**src/rtl/led_breathe_pkg.sv**
```systemverilog
// led_breathe_pkg: shared types and helpers for the LED breathing stage.
// Holds the brightness ramp state encoding and the MAX-level helper.
package led_breathe_pkg;

    // Brightness ramp phases, in the order the ramp visits them.
    typedef enum logic [1:0] {
        RISE    = 2'd0,
        HOLD_HI = 2'd1,
        FALL    = 2'd2,
        HOLD_LO = 2'd3
    } state_t;

    // Largest brightness / PWM count value for a given counter width.
    function automatic int unsigned max_level(input int unsigned bits);
        return (32'd1 << bits) - 32'd1;
    endfunction

endpackage

```
**src/rtl/led_pwm_cmp.sv**
```systemverilog
// led_pwm_cmp: one LED's PWM comparator with mask and phase inversion.
// The output is registered so the LED pin sees a clean flop output, one
// cycle after the pwm_cnt value it was compared against.
module led_pwm_cmp
    import led_breathe_pkg::*;
#(
    parameter int PWM_BITS = 8
) (
    input  logic                clk,
    input  logic                rst,
    input  logic                en,
    input  logic                mask,
    input  logic                phase_inv,
    input  logic [PWM_BITS-1:0] pwm_cnt,
    input  logic [PWM_BITS-1:0] level_lat,
    output logic                led
);

    localparam logic [PWM_BITS-1:0] MAX = PWM_BITS'(max_level(PWM_BITS));

    logic [PWM_BITS-1:0] eff;

    // Complementary LEDs breathe in anti-phase with the others.
    always_comb begin
        eff = phase_inv ? (MAX - level_lat) : level_lat;
    end

    // Registered drive; disabled or masked LEDs are forced dark.
    always_ff @(posedge clk or posedge rst) begin
        if (rst) begin
            led <= 1'b0;
        end else begin
            led <= en & mask & (pwm_cnt < eff);
        end
    end

endmodule

```
**src/rtl/led_breathe.sv**
```systemverilog
// led_breathe: PWM "breathing" driver for the board LED bank.
// Prescaler -> PWM counter -> step divider -> brightness ramp FSM, with the
// brightness latched only at PWM period boundaries so the duty never
// changes mid-period. state_o exposes the ramp FSM for debug.
// Optional build macro LED_BREATHE_GAMMA_EN: latch a square-law corrected
// brightness, (level*level) >> PWM_BITS, instead of the linear level.
module led_breathe
    import led_breathe_pkg::*;
#(
    parameter int N_LEDS     = 8,
    parameter int PWM_BITS   = 8,
    parameter int PRESCALE   = 16,
    parameter int STEP_DIV   = 4,
    parameter int HOLD_STEPS = 32
) (
    input  logic                clk,
    input  logic                rst,
    input  logic                en,
    input  logic [N_LEDS-1:0]   mask,
    input  logic [N_LEDS-1:0]   phase_inv,
    output logic [N_LEDS-1:0]   leds,
    output logic [PWM_BITS-1:0] level_o,
    output state_t              state_o
);

    localparam int PS_W = (PRESCALE   > 1) ? $clog2(PRESCALE)   : 1;
    localparam int SD_W = (STEP_DIV   > 1) ? $clog2(STEP_DIV)   : 1;
    localparam int HD_W = (HOLD_STEPS > 1) ? $clog2(HOLD_STEPS) : 1;

    localparam logic [PWM_BITS-1:0] MAX     = PWM_BITS'(max_level(PWM_BITS));
    localparam logic [PWM_BITS-1:0] MAX_M1  = PWM_BITS'(max_level(PWM_BITS) - 1);
    localparam logic [PWM_BITS-1:0] ONE     = PWM_BITS'(1);
    localparam logic [PS_W-1:0]     PS_LAST = PS_W'(PRESCALE - 1);
    localparam logic [SD_W-1:0]     SD_LAST = SD_W'(STEP_DIV - 1);
    localparam logic [HD_W-1:0]     HD_LAST = HD_W'(HOLD_STEPS - 1);

    logic [PS_W-1:0]     prescaler;
    logic [PWM_BITS-1:0] pwm_cnt;
    logic [SD_W-1:0]     step_cnt;
    logic [HD_W-1:0]     hold_cnt, hold_nxt;
    logic [PWM_BITS-1:0] level, level_nxt;
    logic [PWM_BITS-1:0] level_lat, lat_val;
    state_t              state, state_nxt;
    logic                tick, period_end, step;

    assign tick       = en & (prescaler == PS_LAST);
    assign period_end = tick & (pwm_cnt == MAX);
    assign step       = period_end & (step_cnt == SD_LAST);

    // Prescaler: divides clk down to PWM ticks; holds while disabled.
    always_ff @(posedge clk or posedge rst) begin
        if (rst) begin
            prescaler <= '0;
        end else if (en) begin
            prescaler <= (prescaler == PS_LAST) ? '0 : prescaler + PS_W'(1);
        end
    end

    // PWM counter: free-wrapping, one count per tick.
    always_ff @(posedge clk or posedge rst) begin
        if (rst) begin
            pwm_cnt <= '0;
        end else if (tick) begin
            pwm_cnt <= pwm_cnt + ONE;
        end
    end

    // Step divider: one brightness step every STEP_DIV PWM periods.
    always_ff @(posedge clk or posedge rst) begin
        if (rst) begin
            step_cnt <= '0;
        end else if (period_end) begin
            step_cnt <= (step_cnt == SD_LAST) ? '0 : step_cnt + SD_W'(1);
        end
    end

    // Ramp FSM register: state, brightness and hold counter.
    always_ff @(posedge clk or posedge rst) begin
        if (rst) begin
            state    <= RISE;
            level    <= '0;
            hold_cnt <= '0;
        end else begin
            state    <= state_nxt;
            level    <= level_nxt;
            hold_cnt <= hold_nxt;
        end
    end

    // Ramp FSM next state: only moves on a brightness step.
    always_comb begin
        state_nxt = state;
        level_nxt = level;
        hold_nxt  = hold_cnt;
        if (step) begin
            case (state)
                RISE: begin
                    if (level == MAX_M1) begin
                        level_nxt = MAX;
                        state_nxt = HOLD_HI;
                        hold_nxt  = '0;
                    end else begin
                        level_nxt = level + ONE;
                    end
                end
                HOLD_HI: begin
                    if (hold_cnt == HD_LAST) begin
                        state_nxt = FALL;
                        hold_nxt  = '0;
                    end else begin
                        hold_nxt = hold_cnt + HD_W'(1);
                    end
                end
                FALL: begin
                    level_nxt = level - ONE;
                    if (level == ONE) begin
                        state_nxt = HOLD_LO;
                        hold_nxt  = '0;
                    end
                end
                HOLD_LO: begin
                    if (hold_cnt == HD_LAST) begin
                        state_nxt = RISE;
                        hold_nxt  = '0;
                    end else begin
                        hold_nxt = hold_cnt + HD_W'(1);
                    end
                end
                default: begin
                    state_nxt = RISE;
                end
            endcase
        end
    end

`ifdef LED_BREATHE_GAMMA_EN
    logic [2*PWM_BITS-1:0] level_sq;

    // Square-law brightness for a perceptually smoother ramp.
    always_comb begin
        level_sq = {{PWM_BITS{1'b0}}, level} * {{PWM_BITS{1'b0}}, level};
        lat_val  = level_sq[2*PWM_BITS-1:PWM_BITS];
    end
`else
    // Linear brightness.
    always_comb begin
        lat_val = level;
    end
`endif

    // Brightness latch: updated only at period ends so duty is glitch-free.
    always_ff @(posedge clk or posedge rst) begin
        if (rst) begin
            level_lat <= '0;
        end else if (period_end) begin
            level_lat <= lat_val;
        end
    end

    assign level_o = level_lat;
    assign state_o = state;

    genvar gi;
    generate
        for (gi = 0; gi < N_LEDS; gi++) begin : g_led
            led_pwm_cmp #(
                .PWM_BITS(PWM_BITS)
            ) u_cmp (
                .clk      (clk),
                .rst      (rst),
                .en       (en),
                .mask     (mask[gi]),
                .phase_inv(phase_inv[gi]),
                .pwm_cnt  (pwm_cnt),
                .level_lat(level_lat),
                .led      (leds[gi])
            );
        end
    endgenerate

endmodule

```
**config.mk**
```make
export PLATFORM = sky130hd
export DESIGN_NAME = led_breathe
export DESIGN_NICKNAME = d
export VERILOG_FILES = /design/src/rtl/led_breathe_pkg.sv /design/src/rtl/led_pwm_cmp.sv /design/src/rtl/led_breathe.sv
export SDC_FILE = /design/constraint.sdc
export NUM_CORES = 1
export LEC_CHECK = 0
export BUFFER_PORTS_ARGS = -buffer_cell sky130_fd_sc_hd__buf_2
export CAP_MARGIN = 20
export CORE_MARGIN = 2
export CORE_UTILIZATION = 45
export DETAILED_ROUTE_END_ITERATION = 10
export GPL_ROUTABILITY_DRIVEN = 0
export PLACE_DENSITY = 0.65
export SYNTH_ARGS = -nofsm -noshare
export SYNTH_HDL_FRONTEND = slang
export SYNTH_SLANG_ARGS = --single-unit
```
**constraint.sdc**
```tcl
create_clock -name clk -period 2.95 [get_ports clk]
set_input_delay 0.59 -clock clk [delete_from_list [all_inputs] [get_ports clk]]
set_output_delay 0.59 -clock clk [all_outputs]
set_load 0.05 [all_outputs]
```
# Word-level counts from Yosys, hierarchy flattened
# Cells that the tools add are included.
# totals
in_bits	19
romBits	0
ram_bits	0
latchBits	0
n_memories	0
register_bits	45
word_cells	89
# op_classes
bitwise_logic	19
n_eq_ne	13
magnitude_cmp	8
multipliers	0
n_addsub	7
n_reduce_logical	6
n_shift	0
muxes	21
div	0
# ops
cell	count
2-to-1 mux 8 bit	9
< comparator 8 bit	8
bitwise AND 1 bit	19
adder 8 x 1 -> 8 bit (second input constant)	2
equality test 8 bit (second input constant)	2
case mux 8 bit (2 select lines)	1
2-to-1 mux 5 bit	3
case mux 5 bit (3 select lines)	1
2-to-1 mux 2 bit	5
equality test 8 x 1 -> 1 bit (second input constant)	1
!= test 2 bit (second input constant)	4
case mux 2 bit (4 select lines)	1
subtractor 8 x 1 -> 8 bit (second input constant)	1
subtractor 8 bit (first input constant)	1
equality test 2 bit (second input constant)	3
adder 5 x 1 -> 5 bit (second input constant)	1
equality test 5 bit (second input constant)	1
AND reduction 5 bit	1
adder 4 x 1 -> 4 bit (second input constant)	1
equality test 4 bit (second input constant)	1
2-to-1 mux 4 bit	1
AND reduction 3 bit	1
adder 2 x 1 -> 2 bit (second input constant)	1
equality test 2 x 1 -> 1 bit (second input constant)	1
other kinds (4)	4

# Depth between registers and ports, before layout
# depth
depth_word	5
ltp_mapped	7

# Hierarchy
# A second synthesis with hierarchy kept.
# unflattened
cells_unflattened	446
area_unflattened_um2	4190.3
# modules_own_cells
module	area_each_um2	n_inst	cells_per_inst
led_pwm_cmp	269.0	8	31
led_breathe	2038.2	1	198

# Worst setup path before layout
# No wires, ideal clock.
# synth_timing
path_type	reg-to-reg
startpoint	register state[0], in the netlist state_o[0]
endpoint	register level[2], in the netlist lat_val[2]
path_buffers	1
slack_ns	0.550
synth_period_minus_slack_ns	2.400
path_stages_with_launch	8
arrival_ns	2.335
t_required_ns	2.885
path_cell_list	dfrtp_1 inv_1 ha_1 clkbuf_1 o211ai_1 nor4_1 o221a_2 o22a_1
# synth_between
elab_chain_cells	3
# synth_lines
item	line	source
start: declaration	led_breathe.sv:43	state_t state, state_nxt;
start signal: assignment	led_breathe.sv:84	state <= state_nxt;
equality test 2 bit / logical NOT 2 bit (equally long branches)	led_breathe.sv:96	case (state)
nonzero test 2 bit (no line)	n/a	
AND reduction 2 bit (no line)	n/a	
end signal: assignment	led_breathe.sv:85	level <= level_nxt;
end: declaration	led_breathe.sv:41	logic [PWM_BITS-1:0] level, level_nxt;
# Several ways; a longest one is shown, not always the timed one.
# A chain may end at the register's enable or synchronous reset.

# Worst setup path after layout
# layout_timing
startpoint	register pwm_cnt[1]
endpoint	register hold_cnt[2]
# layout_between
elab_chain_cells	4
# layout_lines
item	line	source
start: declaration	led_breathe.sv:38	logic [PWM_BITS-1:0] pwm_cnt;
start signal: assignment	led_breathe.sv:64	pwm_cnt <= pwm_cnt + ONE;
equality test 8 bit	led_breathe.sv:47	assign period_end = tick & (pwm_cnt == MAX);
bitwise AND 1 bit	led_breathe.sv:47	
bitwise AND 1 bit	led_breathe.sv:48	assign step = period_end & (step_cnt == SD_LAST);
AND reduction 3 bit (no line)	n/a	
end signal: assignment	led_breathe.sv:86	hold_cnt <= hold_nxt;
end: declaration	led_breathe.sv:40	logic [HD_W-1:0] hold_cnt, hold_nxt;
# No other way between the ends.

==> results.sh <==
export IMPL_netlist_area_sq_mm=0.00419
export IMPL_path_clk_slew_ps=100
export IMPL_vias=3320
export IMPL_hold_path_class="in -> async"
export IMPL_max_freq_mhz=396
export IMPL_clock_path_buffers=2
export IMPL_die_area_sq_mm=0.0101
export IMPL_drv_cap=0
export IMPL_grt_max_degree=46
export IMPL_skew_ps=13.5
export IMPL_drv_slew=0
export IMPL_io_pins=37
export IMPL_finalWirelength_um=9310
export IMPL_mostFrequentLayoutCell="xnor2_1"
export IMPL_drive_gt1_frac=0.141
export IMPL_clock_latency_ps=300
export IMPL_crit_arrival_ps=2700
export IMPL_antenna_found_initial=0
export IMPL_routedWlPerCell_um=15.9
export IMPL_via_per_inst=5.68
export IMPL_period_needed_ps=2520
export IMPL_holdWs_ps=147
export IMPL_synthArstFlopShare=1.00
export IMPL_area_growth_pct=7.86
export IMPL_drt_iter0_drc=110
export IMPL_powerDensity_mw_per_mm2=327
export IMPL_cts_resized=0
export IMPL_total_power_mw=1.47
export IMPL_layout_common_cells="71 x xnor2_1, 70 x ha_1, 45 x dfrtp_1"
export IMPL_grt_pass1_vias=3379
export IMPL_ant_nets=0
export IMPL_die_h_um=100
export IMPL_antenna_cells=0
export IMPL_synth_seq_area_share=0.269
export IMPL_cp_end_kind="register"
export IMPL_dr_wl_met3_um=238
export IMPL_grt_pass1_wl_um=15900
export IMPL_required_ps=3120
export IMPL_grt_usage=0.197
export IMPL_rsz0062_at_grt="no"
export IMPL_yosys_warnings=0
export IMPL_dp_hpwl_um=6810
export IMPL_cp_start_kind="register"
export IMPL_wl_met2_um=4670
export IMPL_firstDrtPassIters=4
export IMPL_top_layer="met4"
export IMPL_cts_hold_buf=0
export IMPL_cts_sinks=45
export IMPL_cts_buffers=5
export IMPL_ys_ff_latch=45
export IMPL_core_area_sq_mm=0.00915
export IMPL_avgSynthCellArea_sq_um=9.20
export IMPL_yosys_cell_types_count=45
export IMPL_initial_core_util=0.457
export IMPL_worst_path_largest_cell_delay_ps=600
export IMPL_setup_viol=0
export IMPL_fin_tns_setup_ps=0
export IMPL_rows=35
export IMPL_synthesis_nets=544
export IMPL_run_status="completed"
export IMPL_cts_max_level=2
export IMPL_place_area_sq_mm=0.00441
export IMPL_drcViolationCount=0
export IMPL_cts_setup_buffers=0
export IMPL_grt_overflow_total=0
export IMPL_maxSlewHeadroom=0.572
export IMPL_crit_fanout=11
export IMPL_path_class="reg -> reg"
export IMPL_final_area_sq_mm=0.00451
export IMPL_syn_inst=455
export IMPL_path_cells="ha_1, nand2_1, or4_1, or3_4, o41ai_1"
export IMPL_cts_tree="yes"
export IMPL_nets=563
export IMPL_met1_length_um=4250
export IMPL_peakVddDrop_mv=0.205
export IMPL_synth_edff_count=0
export IMPL_p_leak_nw=2.01
export IMPL_cts_root_buf="clkbuf_8"
export IMPL_die_w_um=100
export IMPL_synth_ff_type="dfrtp_1"
export IMPL_cpMaxStageDelayCell="or4_1"
export IMPL_num_fill_cells=861
export IMPL_fin_crit_sh=0.856
export IMPL_portBuffers=36
export IMPL_tightest_slew_ps=642
export IMPL_hold_viol_final=0
## power by group
part           internal, mW  leakage, nW  total, mW  switching [mW]
registers             0.663        0.591      0.732          0.0691
logic                 0.158         1.38      0.355           0.196
clock network         0.164       0.0402      0.388           0.224
total                 0.985         2.01       1.47           0.490
## final cells by class
type | instances | area [sq um] | share of cell area
clock buffer | 5 | 68.8 | 0.0152
clock inverter | 2 | 16.3 | 0.00360
inverter | 17 | 63.8 | 0.0141
multi-input combinational | 360 | 2840 | 0.629
sequential | 45 | 1130 | 0.249
tap | 111 | 139 | 0.0308
timing repair buffer | 45 | 260 | 0.0576
## critical path: cells and delay by family (launching register included)
| kind | cells | cell delay, ps |
|---|---|---|
| AND/OR/NAND/NOR | 3 | 1170 |
| adder cells (fa/ha/maj) | 1 | 270 |
| flip-flops | 1 | 590 |
| AO/OA/AOI/OAI | 1 | 360 |
## Yosys cell counts (3+ instances only)
library cell / number / area [sq um]
o211ai_1: 10 / 75.1
nand3_1: 4 / 20.0
a21oi_1: 20 / 100
clkbuf_1: 24 / 90.1
nor2_1: 24 / 90.1
ha_1: 70 / 876
xnor2_1: 71 / 622
nand4_1: 9 / 56.3
nand3b_1: 8 / 60.1
inv_1: 17 / 63.8
buf_4: 8 / 60.1
o21a_1: 10 / 75.1
mux2_2: 9 / 101
o41ai_1: 4 / 35.0
o21ai_0: 40 / 200
nand2_1: 26 / 97.6
a2bb2oi_1: 3 / 26.3
nor3_1: 4 / 20.0
dfrtp_1: 45 / 1130
nor2b_1: 3 / 18.8
a211oi_1: 11 / 82.6
## kinds of logic (layout without fill, tap and decap cells)
group | count (synthesis) | in the layout | synth area share
AOI/OAI and AO/OA | 112 | 112 | 0.169
and+or+nand+nor | 95 | 95 | 0.121
xor gates and xnor gates | 73 | 73 | 0.153
adders and majority gates | 70 | 70 | 0.209
buffers and inverters | 50 | 69 | 0.0523
DFF | 45 | 45 | 0.269
muxes | 10 | 10 | 0.0266
## through the flow
stage	utilization	worst slack [ps]	std cells
after global placement	0.482	510	577
final	0.493	425	585
after floorplan	-	550	455
after detailed placement	0.482	427	577
after CTS	0.491	399	584
after global routing	0.493	274	585
## worst paths after layout
kind                            slack (ps)         from            to  depth (start not counted)
worst max register to register         430   pwm_cnt[1]   hold_cnt[2]                          5
min in group clk                       510  hold_cnt[3]   hold_cnt[3]                          1
worst max-delay path                   430   pwm_cnt[1]   hold_cnt[2]                          5
max in group asynchronous             2340          rst    lat_val[1]                          3
worst min register to register         510  hold_cnt[3]   hold_cnt[3]                          1
worst min-delay path                   150          rst  prescaler[2]                          2
## per-layer routing
layer | up-vias | track usage
met5 | - | 0
met4 | 0 | 0.0558
met3 | 14 | 0.0272
met2 | 54 | 0.352
met1 | 1593 | 0.248
li1 | 1659 | -
## state kept, by name, indices dropped and copies added, names as in the netlist
signal           flops
state_o              2
pwm_cnt              8
hold_cnt             5
prescaler            4
g_led.u_cmp.led      8
step_cnt             2
level_o              8
lat_val              8
(Power assumes the default switching activity.)
